File: config.mk
export PLATFORM = sky130hd
export DESIGN_NAME = pipelined_adder
export DESIGN_NICKNAME = d
export VERILOG_FILES = /design/src/rtl/adder_pkg.sv /design/src/rtl/cla_segment.sv /design/src/rtl/pipelined_adder.sv
export SDC_FILE = /design/constraint.sdc
export NUM_CORES = 1
export LEC_CHECK = 0
export ABC_AREA = 0
export CORE_ASPECT_RATIO = 0.5
export CORE_MARGIN = 2
export CORE_UTILIZATION = 48
export CTS_BUF_LIST = sky130_fd_sc_hd__clkbuf_8
export DETAILED_ROUTE_END_ITERATION = 12
export PLACE_DENSITY_LB_ADDON = 0.15
export RECOVER_POWER = 100
export SLEW_MARGIN = 20
export SYNTH_ARGS = -nofsm -noshare
export SYNTH_HDL_FRONTEND = slang
export SYNTH_HIERARCHICAL = 1
export SYNTH_SLANG_ARGS = --single-unit
File: constraint.sdc
create_clock -name clk -period 3.6 [get_ports clk]
set_clock_uncertainty 0.15 [all_clocks]
set_input_delay 0.36 -clock clk [delete_from_list [all_inputs] [get_ports clk]]
set_output_delay 0.36 -clock clk [all_outputs]
set_load 0.05 [all_outputs]
File: src/rtl/adder_pkg.sv
// Shared constants and helpers for the pipelined add/subtract unit.
// Saturation bounds are produced wide and sliced to the operand width by the user.
package adder_pkg;

    localparam int   SEG_DEFAULT = 4;
    localparam logic OP_ADD      = 1'b0;
    localparam logic OP_SUB      = 1'b1;
    localparam int   SAT_MAX_W   = 128;

    function automatic logic [SAT_MAX_W-1:0] sat_max(input int w);
        return (SAT_MAX_W'(1) << (w - 1)) - SAT_MAX_W'(1);
    endfunction

    function automatic logic [SAT_MAX_W-1:0] sat_min(input int w);
        return SAT_MAX_W'(1) << (w - 1);
    endfunction

endpackage

File: src/rtl/cla_segment.sv
// SEG-bit carry-lookahead adder segment; g/p summarise the whole segment
// so a higher level can look ahead across segments.
module cla_segment #(
    parameter int SEG = 4
) (
    input  logic [SEG-1:0] a,
    input  logic [SEG-1:0] b,
    input  logic           cin,
    output logic [SEG-1:0] s,
    output logic           cout,
    output logic           g,
    output logic           p
);
    logic [SEG-1:0] gi;
    logic [SEG-1:0] pi;
    logic [SEG:0]   c;

    assign gi = a & b;
    assign pi = a ^ b;

    // each carry is a flat sum of products of generates/propagates, not a ripple through c
    always_comb begin
        logic gen_acc;
        logic term;
        gen_acc = 1'b0;
        term    = 1'b0;
        c       = '0;
        g       = 1'b0;
        c[0]    = cin;
        for (int i = 0; i < SEG; i++) begin
            gen_acc = 1'b0;
            for (int j = 0; j <= i; j++) begin
                term = gi[j];
                for (int m = j + 1; m <= i; m++) term = term & pi[m];
                gen_acc = gen_acc | term;
            end
            term = cin;
            for (int m = 0; m <= i; m++) term = term & pi[m];
            c[i+1] = gen_acc | term;
            g      = gen_acc;
        end
    end

    assign s    = pi ^ c[SEG-1:0];
    assign cout = c[SEG];
    assign p    = &pi;

endmodule

File: src/rtl/pipelined_adder.sv
// Pipelined add/subtract unit: stage k resolves operand chunk k, carry registered between stages.
// Define ADDER_SAT_EN to add the sat port and signed clamping of overflowed results.
module pipelined_adder
    import adder_pkg::*;
#(
    parameter int WIDTH  = 32,
    parameter int STAGES = 2,
    parameter int SEG    = SEG_DEFAULT
) (
    input  logic             clk,
    input  logic             rst_n,
    input  logic             in_valid,
    output logic             in_ready,
    input  logic [WIDTH-1:0] a,
    input  logic [WIDTH-1:0] b,
    input  logic             cin,
    input  logic             op_sub,
`ifdef ADDER_SAT_EN
    input  logic             sat,
`endif
    output logic             out_valid,
    input  logic             out_ready,
    output logic [WIDTH-1:0] s,
    output logic             cout,
    output logic             ovf,
    output logic             zero
);
    localparam int CHUNK = WIDTH / STAGES;
    localparam int NSEG  = CHUNK / SEG;

    logic adv;

    // x_*: token entering stage k; y_*: its sum/carry once chunk k is resolved
    logic             x_v [STAGES];
    logic [WIDTH-1:0] x_a [STAGES];
    logic [WIDTH-1:0] x_b [STAGES];
    logic [WIDTH-1:0] x_s [STAGES];
    logic             x_c [STAGES];
    logic [WIDTH-1:0] y_s [STAGES];
    logic             y_c [STAGES];
`ifdef ADDER_SAT_EN
    logic             x_sat [STAGES];
`endif

    assign adv      = !out_valid || out_ready;
    assign in_ready = adv;

    assign x_v[0] = in_valid;
    assign x_a[0] = a;
    assign x_b[0] = (op_sub == OP_SUB) ? ~b : b;
    assign x_c[0] = (op_sub == OP_SUB) ? 1'b1 : cin;
    assign x_s[0] = '0;
`ifdef ADDER_SAT_EN
    assign x_sat[0] = sat;
`endif

    genvar k, j;
    generate
        for (k = 0; k < STAGES; k++) begin : g_stage
            localparam logic [WIDTH-1:0] MASK = WIDTH'({CHUNK{1'b1}}) << (k * CHUNK);
            logic [NSEG:0]    sc;
            logic [CHUNK-1:0] cs;
            logic [NSEG-1:0]  sg;
            logic [NSEG-1:0]  sp;
            logic             unused_gp;

            assign sc[0] = x_c[k];
            for (j = 0; j < NSEG; j++) begin : g_seg
                cla_segment #(.SEG(SEG)) u_seg (
                    .a    (x_a[k][k*CHUNK + j*SEG +: SEG]),
                    .b    (x_b[k][k*CHUNK + j*SEG +: SEG]),
                    .cin  (sc[j]),
                    .s    (cs[j*SEG +: SEG]),
                    .cout (sc[j+1]),
                    .g    (sg[j]),
                    .p    (sp[j])
                );
            end
            assign unused_gp = ^{sg, sp};

            assign y_s[k] = (x_s[k] & ~MASK) | (WIDTH'(cs) << (k * CHUNK));
            assign y_c[k] = sc[NSEG];

            if (k < STAGES - 1) begin : g_reg
                // ---- stage k -> k+1 boundary ----
                logic             vld_p;
                logic [WIDTH-1:0] a_p;
                logic [WIDTH-1:0] b_p;
                logic [WIDTH-1:0] s_p;
                logic             c_p;

                always_ff @(posedge clk or negedge rst_n) begin
                    if (!rst_n)   vld_p <= 1'b0;
                    else if (adv) vld_p <= x_v[k];
                end

                always_ff @(posedge clk) begin
                    if (adv) begin
                        a_p <= x_a[k];
                        b_p <= x_b[k];
                        s_p <= y_s[k];
                        c_p <= y_c[k];
                    end
                end

                assign x_v[k+1] = vld_p;
                assign x_a[k+1] = a_p;
                assign x_b[k+1] = b_p;
                assign x_s[k+1] = s_p;
                assign x_c[k+1] = c_p;
`ifdef ADDER_SAT_EN
                logic sat_p;
                always_ff @(posedge clk) begin
                    if (adv) sat_p <= x_sat[k];
                end
                assign x_sat[k+1] = sat_p;
`endif
            end else begin : g_out
                // ---- final stage -> output boundary ----
                logic             ovf_n;
                logic [WIDTH-1:0] s_n;

                assign ovf_n = (x_a[k][WIDTH-1] == x_b[k][WIDTH-1]) &&
                               (y_s[k][WIDTH-1] != x_a[k][WIDTH-1]);
`ifdef ADDER_SAT_EN
                localparam logic [SAT_MAX_W-1:0] SMAX = sat_max(WIDTH);
                localparam logic [SAT_MAX_W-1:0] SMIN = sat_min(WIDTH);
                // overflow direction follows the shared operand sign
                assign s_n = (x_sat[k] && ovf_n)
                           ? (x_a[k][WIDTH-1] ? SMIN[WIDTH-1:0] : SMAX[WIDTH-1:0])
                           : y_s[k];
`else
                assign s_n = y_s[k];
`endif
                always_ff @(posedge clk or negedge rst_n) begin
                    if (!rst_n) begin
                        out_valid <= 1'b0;
                        s         <= '0;
                        cout      <= 1'b0;
                        ovf       <= 1'b0;
                    end else if (adv) begin
                        out_valid <= x_v[k];
                        if (x_v[k]) begin
                            s    <= s_n;
                            cout <= y_c[k];
                            ovf  <= ovf_n;
                        end
                    end
                end
            end
        end
    endgenerate

    assign zero = out_valid && (s == '0);

endmodule

==> metrics.cfg <==
[power]
p_per_area_nw_per_um2=675
p_int_mw=2.66
finalPower_mw=4.33
p_leak_nw=2.83
p_switching_mw=1.67
p_clk_frac=0.166
pwr-share-seq=0.357
ir_worst_vdd_mv=0.510
combPwrFrac=0.477
p_sw_frac=0.386

[routing]
num_vias=2949
avgViaCountPerCell=4.91
firstDrtPassIters=4
drt_iter0_drc=81
drc=0
ant_nets=0
post_drt_wl_per_cell_um=15.6
drt_wl_total_um=9400

[sta]
finalHoldViolCount=0
period_share=1.12
rsz0062_at_grt=true
slew_viol_final=0
post-route-min-period_ns=4.02
tightest_slew_ns=0.791
setup_ws_ns=-0.418
setup_viol_count_final=6
maxSlewHeadroom=0.473
finalSetupTns_ns=-1.45
max_freq_ghz=0.249

[setup_path]
critPathCaptureType=flop
cp.arrival_ns=4.11
crit_path_start=g_stage[0].g_reg.b_p[16]
required_ns=3.69
rr_startpoint=g_stage[0].g_reg.b_p[16]
path_class=flop to flop
path_max_fanout=3
rr_worst_depth=20
cp-start-kind=flop

[place]
place_congestion=0.834
placed_area_um2=5900
portBuffers=106
place.detailed.hpwl_um=6780

[cts]
clkSinkCount=85
cts_buffer_depth=2
clk_pin_slew_ns=0.08
clock_latency_ns=0.35
h-tree-depth=3
cts-buffers-inserted=9
cts_tree=built
ctsRootBufferMaster=clkbuf_8

[floorplanning]
dieArea_um2=10400
die_h_um=73.3
start_util=0.491
rows=25
die_w_um=143
pin_count=107
core_area_um2=9380

[global_routing]
grt_pass1_vias=3134
antenna_found_initial=0
track_usage=0.190
grt_max_degree=37
grt_overflow_total=0
grt_pass1_wl_um=15000

[outcome]
status=finished, violations left
violations=setup timing

[min_path]
hold_start=g_stage[0].g_reg.s_p[1]
holdCritPathClass=flop to flop
whs_path_depth=1

[synthesis]
syn_area_um2=4610
syn_area_per_cell_um2=14.5
ys_warn_count=6
synthCells=318
synth_nets=436

[cells_and_area]
multi_input_area_um2=2150
drive_gt1_frac=0.250
antennaDiodeCount=0
utilization=0.684
fillers=668
stdcell_area_um2=6420
synthToLayoutAreaGrowth_pct=39.3
regArea_um2=2370
final_nets=593

[run]
cap_violations=0

worst paths after layout:
| kind | end | slack (ns) |
|---|---|---|
| min reg2reg | s[1] | 0.33 |
| min | s[1] | 0.33 |
| max in group asynchronous | s[3] | 2.33 |
| min in group asynchronous | s[24] | 0.47 |
| max reg2reg | ovf | -0.42 |
| max | ovf | -0.42 |
worst max-delay path, cell delays in order, from the launching register on:
cell and delay, ns:
edfxtp_1 0.40, ha_1 0.31, ha_2 0.19, o211ai_1 0.15, nand2_1 0.11, a21o_2 0.23, ha_4 0.16, o211ai_1 0.15
nand2_1 0.11, a21o_2 0.23, ha_4 0.16, o211ai_1 0.14, nand2_1 0.10, a21o_1 0.18, ha_2 0.18, o211ai_1 0.23
nand2_2 0.12, xor2_2 0.20, nand2b_1 0.08, o22ai_1 0.07, mux2_2 0.25
registers in the layout, summed over array words and instances (netlist names):
name and flops:
g_stage.g_reg.b_p 16, g_stage.g_reg.a_p 16, ovf 1, s 32, g_stage.g_reg.c_p 1, g_stage.g_reg.vld_p 1
g_stage.g_reg.s_p 16, out_valid 1, cout 1
repair_timing:
action / in CTS / in global routing
cloned: 0 / 0
gates resized for setup: 25 / 8
buffers inserted: 20 / 11
endpoints found under the hold margin: 36 / 0
hold buffers: 1 / 0
pin swaps: 29 / 26
endpoints found under the setup margin: 8 / 10
power groups by stage:
stage                     sequential, mW  clock (mW)  combinational [mW]
after floorplan                     2.15           0               0.683
after global placement              1.56           0                1.91
after detailed placement            1.57           0                1.94
after CTS                           1.55       0.743                2.04
after global routing                1.58       0.792                2.19
final                               1.55       0.721                2.07
metrics by stage:
step,worst slack [ns],instances,hold slack (ns)
after CTS,-0.399,593,0.332
final,-0.418,601,0.329
after global placement,-0.559,556,0.310
after floorplan,-0.222,318,-0.0856
after detailed placement,-0.647,556,0.315
after global routing,-0.734,601,0.348
cell usage in the layout (no fill, tap or decap), types with 6 or more instances in the layout:
master / instances
a21oi_1: 8
buf_4: 34
buf_6: 14
clkbuf_8: 9
clkdlybuf4s50_1: 67
dfrtp_1: 36
dlygate4sd3_1: 33
edfxtp_1: 49
fa_1: 7
ha_1: 32
inv_1: 19
mux2_4: 30
nand2_1: 8
nor2_1: 8
nor4_1: 6
o211ai_1: 8
o21a_1: 8
xnor2_1: 13
xor2_1: 41
layout make-up:
class	count	area share
multi-input cells	206	0.334
clock buffers	9	0.0193
well taps	121	0.0236
repair buffers	153	0.227
inverters	20	0.0121
flip-flops and latches	85	0.370
clock inverters	7	0.0142
layer usage:
layer	vias up	global-route usage	share of wire
met5	-	0	0
met4	0	0.0682	0.019
met3	15	0.0482	0.048
met2	78	0.334	0.50
met1	1427	0.232	0.44
li1	1429	-	-
Note: power is estimated with default switching activity, not from simulation.
